<file path="src/rtl/regfile_writeback_pkg.sv">
// Shared definitions for the writeback stage: ALU opcode encodings, flag bit
// positions and default datapath geometry.
package regfile_writeback_pkg;

  localparam int DATA_W_DEF  = 16;
  localparam int NUM_GPR_DEF = 32;
  localparam int ADDR_W_DEF  = 5;

  localparam logic [4:0] OP_MOV_TO_REG  = 5'b00000;
  localparam logic [4:0] OP_MOVE        = 5'b00001;
  localparam logic [4:0] OP_ADD         = 5'b00010;
  localparam logic [4:0] OP_SUB         = 5'b00011;
  localparam logic [4:0] OP_MUL         = 5'b00100;
  localparam logic [4:0] OP_LOGIC_FIRST = 5'b00101;
  localparam logic [4:0] OP_LOGIC_LAST  = 5'b01011;

  localparam int FLAG_SIGN     = 3;
  localparam int FLAG_ZERO     = 2;
  localparam int FLAG_OVERFLOW = 1;
  localparam int FLAG_CARRY    = 0;

  // Every defined opcode writes a GPR; 01100..11111 are undefined.
  function automatic logic op_writes_gpr(input logic [4:0] op);
    logic hit;
    hit = 1'b0;
    case (op) inside
      OP_MOV_TO_REG, OP_MOVE, OP_ADD, OP_SUB, OP_MUL: hit = 1'b1;
      [OP_LOGIC_FIRST:OP_LOGIC_LAST]:                 hit = 1'b1;
      default:                                        hit = 1'b0;
    endcase
    return hit;
  endfunction

endpackage

</file>
<file path="src/rtl/regfile_writeback_if.sv">
// ALU-to-writeback handshake bundle; the ALU drives the master side.
interface regfile_writeback_if #(
  parameter int DATA_W = 16,
  parameter int ADDR_W = 5
);
  logic              wb_valid;
  logic              wb_ready;
  logic [4:0]        wb_opcode;
  logic [ADDR_W-1:0] wb_rdst;
  logic [DATA_W-1:0] alu_result;
  logic [DATA_W-1:0] alu_special;
  logic [3:0]        alu_flags;

  modport master (
    output wb_valid, wb_opcode, wb_rdst, alu_result, alu_special, alu_flags,
    input  wb_ready
  );

  modport slave (
    input  wb_valid, wb_opcode, wb_rdst, alu_result, alu_special, alu_flags,
    output wb_ready
  );
endinterface

</file>
<file path="src/rtl/regfile_writeback_gpr_array.sv">
// General-purpose register array: one synchronous write port, two
// asynchronous read ports, asynchronous clear.
module regfile_writeback_gpr_array #(
  parameter int DATA_W  = 16,
  parameter int NUM_GPR = 32,
  parameter int ADDR_W  = 5
) (
  input  logic              clk,
  input  logic              rst_n,
  input  logic              we,
  input  logic [ADDR_W-1:0] waddr,
  input  logic [DATA_W-1:0] wdata,
  input  logic [ADDR_W-1:0] raddr1,
  input  logic [ADDR_W-1:0] raddr2,
  output logic [DATA_W-1:0] rdata1,
  output logic [DATA_W-1:0] rdata2
);

  logic [DATA_W-1:0] mem_q [NUM_GPR];
  logic [DATA_W-1:0] mem_d [NUM_GPR];

  always_comb begin
    mem_d = mem_q;
    if (we) mem_d[waddr] = wdata;
  end

  always_ff @(posedge clk or negedge rst_n) begin
    if (!rst_n) begin
      for (int i = 0; i < NUM_GPR; i++) mem_q[i] <= '0;
    end else begin
      mem_q <= mem_d;
    end
  end

  assign rdata1 = mem_q[raddr1];
  assign rdata2 = mem_q[raddr2];

endmodule

</file>
<file path="src/rtl/regfile_writeback.sv">
// Writeback stage: one-entry pending slot, commit into GPRs/sgpr/flags, bypassed
// read ports. Optional macro ILLEGAL_OP_TRAP_EN adds a sticky illegal_trap output.
module regfile_writeback
  import regfile_writeback_pkg::*;
#(
  parameter int DATA_W  = DATA_W_DEF,
  parameter int NUM_GPR = NUM_GPR_DEF,
  parameter int ADDR_W  = ADDR_W_DEF
) (
  input  logic                clk,
  input  logic                rst_n,
  regfile_writeback_if.slave  wb,
  input  logic                hold,
  input  logic [ADDR_W-1:0]   rd_addr1,
  input  logic [ADDR_W-1:0]   rd_addr2,
  output logic [DATA_W-1:0]   rd_data1,
  output logic [DATA_W-1:0]   rd_data2,
  output logic [DATA_W-1:0]   sgpr,
  output logic [3:0]          flags,
`ifdef ILLEGAL_OP_TRAP_EN
  output logic                illegal_trap,
`endif
  output logic [15:0]         instr_retired
);

  logic              p_valid_q, p_valid_d;
  logic [4:0]        p_opcode_q, p_opcode_d;
  logic [ADDR_W-1:0] p_rdst_q, p_rdst_d;
  logic [DATA_W-1:0] p_result_q, p_result_d;
  logic [DATA_W-1:0] p_special_q, p_special_d;
  logic [3:0]        p_flags_q, p_flags_d;

  logic [DATA_W-1:0] sgpr_q, sgpr_d;
  logic [3:0]        flags_q, flags_d;
  logic [15:0]       retired_q, retired_d;
  logic              trap_q, trap_d;

  logic              frozen, ready, accept, commit, p_writes;
  logic [DATA_W-1:0] p_wdata, gpr_rdata1, gpr_rdata2;

`ifdef ILLEGAL_OP_TRAP_EN
  assign frozen       = trap_q;
  assign illegal_trap = trap_q;
`else
  assign frozen       = 1'b0;
`endif

  assign ready       = (!p_valid_q || !hold) && !frozen;
  assign wb.wb_ready = ready;
  assign accept      = wb.wb_valid && ready;
  assign commit      = p_valid_q && !hold && !frozen;
  assign p_writes    = op_writes_gpr(p_opcode_q);
  // mov_to_reg takes sgpr as it stands at commit, not at accept.
  assign p_wdata     = (p_opcode_q == OP_MOV_TO_REG) ? sgpr_q : p_result_q;

  always_comb begin
    p_valid_d   = accept || (p_valid_q && !commit);
    p_opcode_d  = p_opcode_q;
    p_rdst_d    = p_rdst_q;
    p_result_d  = p_result_q;
    p_special_d = p_special_q;
    p_flags_d   = p_flags_q;
    sgpr_d      = sgpr_q;
    flags_d     = flags_q;
    retired_d   = retired_q;
    trap_d      = trap_q;
    if (accept) begin
      p_opcode_d  = wb.wb_opcode;
      p_rdst_d    = wb.wb_rdst;
      p_result_d  = wb.alu_result;
      p_special_d = wb.alu_special;
      p_flags_d   = wb.alu_flags;
    end
    if (commit) begin
      if (p_writes) begin
        retired_d = retired_q + 16'd1;
        if (p_opcode_q == OP_MUL) sgpr_d = p_special_q;
        if (p_opcode_q != OP_MOV_TO_REG) begin
          flags_d[FLAG_SIGN]     = p_flags_q[FLAG_SIGN];
          flags_d[FLAG_ZERO]     = p_flags_q[FLAG_ZERO];
          flags_d[FLAG_OVERFLOW] = p_flags_q[FLAG_OVERFLOW];
          flags_d[FLAG_CARRY]    = p_flags_q[FLAG_CARRY];
        end
      end else begin
`ifdef ILLEGAL_OP_TRAP_EN
        trap_d = 1'b1;
`else
        retired_d = retired_q + 16'd1;
`endif
      end
    end
  end

  // Control and architectural state: async clear
  always_ff @(posedge clk or negedge rst_n) begin
    if (!rst_n) begin
      p_valid_q <= 1'b0;
      sgpr_q    <= '0;
      flags_q   <= '0;
      retired_q <= '0;
      trap_q    <= 1'b0;
    end else begin
      p_valid_q <= p_valid_d;
      sgpr_q    <= sgpr_d;
      flags_q   <= flags_d;
      retired_q <= retired_d;
      trap_q    <= trap_d;
    end
  end

  // Pending-slot payload: qualified by p_valid_q, so no reset needed
  always_ff @(posedge clk) begin
    p_opcode_q  <= p_opcode_d;
    p_rdst_q    <= p_rdst_d;
    p_result_q  <= p_result_d;
    p_special_q <= p_special_d;
    p_flags_q   <= p_flags_d;
  end

  regfile_writeback_gpr_array #(
    .DATA_W  (DATA_W),
    .NUM_GPR (NUM_GPR),
    .ADDR_W  (ADDR_W)
  ) u_gpr (
    .clk    (clk),
    .rst_n  (rst_n),
    .we     (commit && p_writes),
    .waddr  (p_rdst_q),
    .wdata  (p_wdata),
    .raddr1 (rd_addr1),
    .raddr2 (rd_addr2),
    .rdata1 (gpr_rdata1),
    .rdata2 (gpr_rdata2)
  );

  assign rd_data1 = (p_valid_q && p_writes && p_rdst_q == rd_addr1) ? p_wdata : gpr_rdata1;
  assign rd_data2 = (p_valid_q && p_writes && p_rdst_q == rd_addr2) ? p_wdata : gpr_rdata2;

  assign sgpr          = sgpr_q;
  assign flags         = flags_q;
  assign instr_retired = retired_q;

endmodule

</file>
<file path="src/flat_wrapper.sv">
// flat-port wrapper written by rule: the top's interface ports become plain ports
module regfile_writeback_flat import regfile_writeback_pkg::*;
#(
  parameter int DATA_W  = DATA_W_DEF,
  parameter int NUM_GPR = NUM_GPR_DEF,
  parameter int ADDR_W  = ADDR_W_DEF
)
  (clk, rst_n, hold, rd_addr1, rd_addr2, rd_data1, rd_data2, sgpr, flags, instr_retired, wb_wb_valid, wb_wb_opcode, wb_wb_rdst, wb_alu_result, wb_alu_special, wb_alu_flags, wb_wb_ready);
  regfile_writeback_if #(.DATA_W(DATA_W), .ADDR_W(ADDR_W)) wb_i ();
  input  logic clk;
  input  logic rst_n;
  input  logic hold;
  input  logic [ADDR_W-1:0] rd_addr1;
  input  logic [ADDR_W-1:0] rd_addr2;
  output logic [DATA_W-1:0] rd_data1;
  output logic [DATA_W-1:0] rd_data2;
  output logic [DATA_W-1:0] sgpr;
  output logic [3:0] flags;
  output logic [15:0] instr_retired;
  input wire logic [$bits(wb_i.wb_valid)-1:0] wb_wb_valid;
  input wire logic [$bits(wb_i.wb_opcode)-1:0] wb_wb_opcode;
  input wire logic [$bits(wb_i.wb_rdst)-1:0] wb_wb_rdst;
  input wire logic [$bits(wb_i.alu_result)-1:0] wb_alu_result;
  input wire logic [$bits(wb_i.alu_special)-1:0] wb_alu_special;
  input wire logic [$bits(wb_i.alu_flags)-1:0] wb_alu_flags;
  output wire logic [$bits(wb_i.wb_ready)-1:0] wb_wb_ready;
  assign wb_i.wb_valid = wb_wb_valid;
  assign wb_i.wb_opcode = wb_wb_opcode;
  assign wb_i.wb_rdst = wb_wb_rdst;
  assign wb_i.alu_result = wb_alu_result;
  assign wb_i.alu_special = wb_alu_special;
  assign wb_i.alu_flags = wb_alu_flags;
  assign wb_wb_ready = wb_i.wb_ready;
  regfile_writeback #(.DATA_W(DATA_W), .NUM_GPR(NUM_GPR), .ADDR_W(ADDR_W)) u_core (.clk(clk), .rst_n(rst_n), .wb(wb_i), .hold(hold), .rd_addr1(rd_addr1), .rd_addr2(rd_addr2), .rd_data1(rd_data1), .rd_data2(rd_data2), .sgpr(sgpr), .flags(flags), .instr_retired(instr_retired));
endmodule
</file>
<file path="config.mk">
export PLATFORM = sky130hd
export DESIGN_NAME = regfile_writeback_flat
export DESIGN_NICKNAME = d
export VERILOG_FILES = /design/src/rtl/regfile_writeback_pkg.sv /design/src/rtl/regfile_writeback_if.sv /design/src/rtl/regfile_writeback_gpr_array.sv /design/src/rtl/regfile_writeback.sv /design/src/flat_wrapper.sv
export SDC_FILE = /design/constraint.sdc
export NUM_CORES = 1
export LEC_CHECK = 0
export CAP_MARGIN = 40
export CORE_AREA = 2 2 244 246
export CTS_CLUSTER_SIZE = 14
export DETAILED_ROUTE_END_ITERATION = 16
export DIE_AREA = 0 0 246 248
export MAX_ROUTING_LAYER = met4
export PLACE_DENSITY = 0.7
export SETUP_SLACK_MARGIN = 0.02
export SLEW_MARGIN = 10
export SYNTH_ARGS = -nofsm -noshare
export SYNTH_HDL_FRONTEND = slang
export SYNTH_SLANG_ARGS = --single-unit
</file>
<file path="constraint.sdc">
create_clock -name clk -period 5.3 [get_ports clk]
set_input_delay 1.59 -clock clk [delete_from_list [all_inputs] [get_ports clk]]
set_output_delay 1.59 -clock clk [all_outputs]
set_load 0.01 [all_outputs]
</file>
==> results of run 1 <==
## cell type report
class	instances	area [sq um]	share of cell area
sequential	595	15100	0.418
multi-input combinational	1818	14100	0.391
timing repair buffer	380	3810	0.106
clock buffer	101	1990	0.0550
tap	773	967	0.0268
clock inverter	14	126	0.00350
antenna	2	5.00	0.000138
inverter	1	3.75	0.000104
## registers in the layout, indices dropped and copies added, names as in the netlist
signal                count
u_core.flags              4
u_core.instr_retired     16
u_core.p_flags_q          4
u_core.p_opcode_q         5
u_core.p_rdst_q           5
u_core.p_result_q        16
u_core.p_special_q       16
u_core.p_valid_q          1
u_core.sgpr              16
u_core.u_gpr.mem_q      512
## per-stage QoR
step	setup TNS (ns)	power (mW)
after global placement	-11.81	7.34
after CTS	-1.20	12.0
after detailed placement	-11.74	7.44
final	-0.0921	12.0
after global routing	-0.163	12.4
after floorplan	0	6.52
## how the worst min path moves through the flow
stage | to | slack (ns) | cells past startpoint
after floorplan | u_core.sgpr[0] | 0.45 | 1
after global placement | u_core.sgpr[7] | 0.46 | 1
after detailed placement | u_core.sgpr[8] | 0.46 | 1
after CTS | u_core.sgpr[4] | 0.47 | 1
after global routing | u_core.flags[1] | 0.49 | 1
final | u_core.sgpr[4] | 0.47 | 1
## kinds of logic (layout without fill, tap and decap cells)
group	count (synthesis)	after routing	share of synthesized area
adders and majority gates	1	1	0.000416
muxes	395	395	0.222
DFF	595	595	0.502
other	0	2	0
and+or+nand+nor	715	715	0.102
buffers and inverters	270	496	0.0420
xor gates and xnor gates	25	25	0.00728
AOI/OAI and AO/OA	682	682	0.124
## synthesized netlist by cell type (all sizes together), types with 3 or more instances
cell type | instances | area [sq um]
a21oi | 136 | 681
mux4 | 206 | 4640
and4 | 4 | 35.0
o221ai | 16 | 140
nor2 | 150 | 563
mux2i | 62 | 621
nor2b | 14 | 87.6
o22ai | 82 | 513
or3b | 7 | 61.3
mux2 | 127 | 1430
a31oi | 16 | 100
nand2 | 423 | 1590
nand4 | 3 | 18.8
nor4 | 11 | 75.1
nand3b | 22 | 165
xnor2 | 15 | 131
o21ai | 394 | 1970
a22oi | 14 | 105
or2 | 4 | 25.0
and2 | 5 | 31.3
o2bb2ai | 8 | 70.1
and3 | 12 | 75.1
clkbuf | 146 | 551
nand3 | 44 | 225
dfrtp | 549 | 13700
a221oi | 10 | 87.6
edfxtp | 46 | 1380
nand2b | 7 | 43.8
xor2 | 10 | 87.6
buf | 123 | 708
## metal layers
layer / track usage / part of all wire
met2: 0.508 / 0.47
met4: 0.194 / 0.061
met5: - / 0
met1: 0.408 / 0.37
met3: 0.0692 / 0.091
## worst max-delay path: stages
cell	delay, ns
clkdlybuf4s15_2	0.30
buf_4	0.23
or3b_2	0.49
o22ai_1	0.28
nor4_4	0.11
nand2_1	0.08
o21ai_1	0.06
buf_4	0.18
clkdlybuf4s50_1	0.48
## power breakdown
part	leakage, nW	internal, mW	switching, mW	total (mW)
Clock	1.03	2.68	1.87	4.55
Sequential	7.86	5.06	0.381	5.44
Combinational	6.80	1.01	0.996	2.01
Total	15.7	8.75	3.25	12.0
## timing repair
item,in CTS,in global routing
pin swaps,2,2
gates cloned,1,0
endpoints found under the setup margin,32,16
hold endpoints to repair,0,0
resized for setup,82,30
setup buffers,6,4
==> flow_metrics.env, run 1 <==
export IMPL_outcome="finished with violations"
export IMPL_violations="negative setup slack"
export IMPL_syn_nets=2744
export IMPL_final_max_slew_violation_count=0
export IMPL_rr_startpoint="u_core.p_opcode_q[3]"
export IMPL_cts_tree="done"
export IMPL_fillers=4539
export IMPL_grt_usage=0.331
export IMPL_die_area_sq_um=61000
export IMPL_finalWeightedCongestion=0.945
export IMPL_die_w_um=246
export IMPL_synth_ff_type="dfrtp_1"
export IMPL_leakagePower_nw=15.7
export IMPL_clk_latency_ns=0.61
export IMPL_ios=129
export IMPL_critPathArrivalTime_ns=3.80
export IMPL_r2r_slack_ns=2.40
export IMPL_fin_hold_ws_ns=0.468
export IMPL_vias=23800
export IMPL_grt_max_degree=164
export IMPL_rsz0062_at_grt="yes"
export IMPL_path_clk_slew_ns=0.06
export IMPL_synth_area_sq_um=30100
export IMPL_synth_async_reset_ratio=0.923
export IMPL_hold_viol=0
export IMPL_grt_pass1_wl_um=147000
export IMPL_hold_path_class="reg2reg"
export IMPL_ir_worst_vdd_v=0.000304
export IMPL_ys_ff_latch=595
export IMPL_cts_root_buffer="clkbuf_16"
export IMPL_core_area_sq_um=58500
export IMPL_cts_hold_buffers=0
export IMPL_powerDensity_nw_per_um2=332
export IMPL_drt_iter0_drc=2666
export IMPL_grt_pass1_vias=24200
export IMPL_worst_r2r_path_depth=6
export IMPL_max_freq_ghz=0.185
export IMPL_fin_ws_ns=-0.0921
export IMPL_cap_violations=0
export IMPL_overflow=0
export IMPL_layout_cells_non_filler=3684
export IMPL_crit_path_end_kind="primary output"
export IMPL_setup_worst_path_class="in2out"
export IMPL_fin_crit_ns=5.39
export IMPL_final_cell_mix="549 x dfrtp_1, 423 x nand2_1, 390 x o21ai_0, 206 x mux4_2, 204 x buf_4"
export IMPL_wl_per_cell_um=26.0
export IMPL_tightest_slew_ns=0.976
export IMPL_start_kind="input pin"
export IMPL_vias_per_cell=6.47
export IMPL_required_ns=3.71
export IMPL_slew_headroom=0.349
export IMPL_io_buffers=128
export IMPL_cts_sinks=595
export IMPL_avgSynthCellArea_sq_um=11.2
export IMPL_dp_cells=3556
export IMPL_first_pass_iters=5
export IMPL_start_util=0.515
export IMPL_setup_worst_path_start="rd_addr1[3]"
export IMPL_dp_slack_ns=-0.614
export IMPL_fin_area_sq_um=36200
export IMPL_ant_nets=0
export IMPL_die_y_um=248
export IMPL_layout_commonest_cell="dfrtp_1"
export IMPL_netlist_instances=2683
export IMPL_ys_types=49
export IMPL_clockBufferDepth=3
export IMPL_synth_edf_count=46
export IMPL_area_growth_pct=20.2
export IMPL_skew_ns=0.0289
export IMPL_postPlaceCellArea_sq_um=33600
export IMPL_dp_hpwl_um=64400
export IMPL_cp_max_fo=11
export IMPL_nNetsFinal=2923
export IMPL_post_route_drc_count=0
export IMPL_num_rows=89
export IMPL_layout_drive_gt1_share=0.262
export IMPL_timing_final_crit_share=1.02
export IMPL_ys_warn_count=0
export IMPL_hp_start="u_core.p_special_q[4]"
export IMPL_numCtsBuffers=66
export IMPL_synth_seq_area_share=0.502
export IMPL_drt_total_wl_um=95800
export IMPL_setup_viol=1
export IMPL_cp_endpoint="rd_data1[14]"
export IMPL_final_util=0.618
export IMPL_h_tree_depth=3
export IMPL_r2r_end="u_core.u_gpr.mem_q[456]"
export IMPL_antenna_found_initial=0
(Power assumes the default switching activity.)
==> run 2: changes to the inputs <==
RECOVER_POWER = 50   (was not set)
==> flow_metrics.env, run 2 (synthesis gave the netlist of run 1 again) <==
export IMPL_outcome="finished with violations"
export IMPL_violations="max-capacitance violations, max-slew violations, negative setup slack"
export IMPL_skew_ns=0.0280
export IMPL_area_growth_pct=20.0
export IMPL_antenna_found_initial=1
export IMPL_grt_pass1_vias=24200
export IMPL_die_area_sq_um=61000
export IMPL_crit_path_end_kind="primary output"
export IMPL_h_tree_depth=3
export IMPL_start_kind="input pin"
export IMPL_powerDensity_nw_per_um2=332
export IMPL_grt_use_met3=0.0692
export IMPL_die_w_um=246
export IMPL_slowest_delay_ns=0.49
export IMPL_ir_worst_vdd_v=0.000304
export IMPL_crit_slowest_cell="or3b_2"
export IMPL_final_util=0.618
export IMPL_grt_usage=0.331
export IMPL_grt_max_degree=164
export IMPL_drt_iter0_drc=2562
export IMPL_largest_reg_flops=512
export IMPL_post_route_drc_count=0
export IMPL_fin_area_sq_um=36100
export IMPL_first_pass_iters=5
export IMPL_multiInputGateArea_sq_um=14100
export IMPL_cts_root_buffer="clkbuf_16"
export IMPL_final_max_slew_violation_count=291
export IMPL_ant_nets=0
export IMPL_die_y_um=248
export IMPL_ios=129
export IMPL_wl_per_cell_um=26.0
export IMPL_leakagePower_nw=15.7
export IMPL_nNetsFinal=2923
export IMPL_io_buffers=128
export IMPL_numCtsBuffers=66
export IMPL_tightest_slew_ns=2.31
export IMPL_fin_crit_ns=5.40
export IMPL_globalRouteMet2Util=0.508
export IMPL_top_register="u_core.u_gpr.mem_q"
export IMPL_fillers=4549
export IMPL_path_clk_slew_ns=0.06
export IMPL_setup_worst_path_class="in2out"
export IMPL_timing_final_crit_share=1.02
export IMPL_cp_max_fo=11
export IMPL_setup_viol=2
export IMPL_cts_tree="done"
export IMPL_use_met1=0.408
export IMPL_cts_sinks=595
export IMPL_busiest_layer="met2"
export IMPL_max_freq_ghz=0.185
export IMPL_drt_total_wl_um=95800
export IMPL_hold_path_class="reg2reg"
export IMPL_fin_ws_ns=-0.103
export IMPL_crit_top_cell="buf_4"
export IMPL_rsz0062_at_grt="yes"
export IMPL_final_cell_mix="549 x dfrtp_1, 423 x nand2_1, 390 x o21ai_0, 206 x mux4_2, 204 x buf_4"
export IMPL_core_area_sq_um=58500
export IMPL_critPathArrivalTime_ns=3.81
export IMPL_clockBufferDepth=3
export IMPL_slew_headroom=-0.541
export IMPL_hold_viol=0
export IMPL_finalWeightedCongestion=0.945
export IMPL_grt_pass1_wl_um=147000
export IMPL_layout_drive_gt1_share=0.261
export IMPL_num_rows=89
export IMPL_dp_hpwl_um=64400
export IMPL_postPlaceCellArea_sq_um=33600
export IMPL_layout_commonest_cell="dfrtp_1"
export IMPL_regArea_sq_um=15100
export IMPL_vias=23700
export IMPL_clk_latency_ns=0.61
export IMPL_required_ns=3.71
export IMPL_vias_per_cell=6.44
export IMPL_overflow=0
export IMPL_cap_violations=4
export IMPL_start_util=0.515
export IMPL_crit_path_cell_trace="clkdlybuf4s15_2 > buf_4 > or3b_2 > o22ai_1 > nor4_4 > nand2_1 > o21ai_1 > buf_4 > clkdlybuf4s50_1"
-- run 2: report_power, final --
part | leakage (nW) | total [mW] | switching (mW) | internal [mW]
registers | 7.86 | 5.44 | 0.381 | 5.06
clock network | 1.03 | 4.55 | 1.87 | 2.68
logic | 6.79 | 2.00 | 0.994 | 1.00
-- run 2: worst max-delay path: cells and delay by family --
kind                   cells  cell delay (ns)
AO/OA/AOI/OAI              2             0.34
buffers and inverters      4             1.20
AND/OR/NAND/NOR            3             0.68
-- run 2: layer usage --
metal | up-vias | routed length, um | part of all wire
met5 | - | 0 | 0
met4 | 0 | 6050 | 0.063
met3 | 314 | 8640 | 0.090
met2 | 1298 | 45200 | 0.47
met1 | 12000 | 35900 | 0.37
li1 | 10100 | - | -
-- run 2: path summary, 6_finish.rpt --
kind	from	to	slack [ns]	cells after the start
worst min register to register	u_core.p_special_q[4]	u_core.sgpr[4]	0.47	1
worst min-delay path	u_core.p_special_q[4]	u_core.sgpr[4]	0.47	1
worst max-delay path	rd_addr1[3]	rd_data1[14]	-0.10	9
worst max register to register	u_core.p_valid_q	u_core.p_special_q[6]	2.28	3
min in group asynchronous	rst_n	u_core.u_gpr.mem_q[97]	1.68	1
max in group asynchronous	rst_n	u_core.u_gpr.mem_q[448]	0.63	2
-- run 2: repair_timing --
action                     in CTS  in global routing
gates resized for setup        82                 30
gates cloned                    1                  0
buffers inserted                6                  4
pin swaps                       2                  2
hold buffers                    0                  0
setup endpoints to repair      32                 16
-- run 2: cell type report --
cell class                      count  share of cell area
Antenna cell                        3            0.000208
Clock buffer                      101              0.0551
Clock inverter                     14             0.00350
Inverter                            1            0.000104
Multi-Input combinational cell   1818               0.391
Sequential cell                   595               0.419
Tap cell                          773              0.0268
Timing Repair Buffer              380               0.104
-- run 2: per-stage QoR --
| stage | setup TNS (ns) | power, mW | hold WS (ns) | instances | setup slack [ns] |
|---|---|---|---|---|---|
| after floorplan | 0 | 6.52 | 0.454 | 2683 | 0.639 |
| after global placement | -11.81 | 7.34 | 0.459 | 3555 | -0.619 |
| after detailed placement | -11.74 | 7.44 | 0.463 | 3556 | -0.614 |
| after CTS | -1.20 | 12.0 | 0.471 | 3678 | -0.163 |
| after global routing | -8.05 | 12.4 | 0.494 | 3683 | -0.163 |
| final | -0.109 | 12.0 | 0.473 | 3685 | -0.103 |
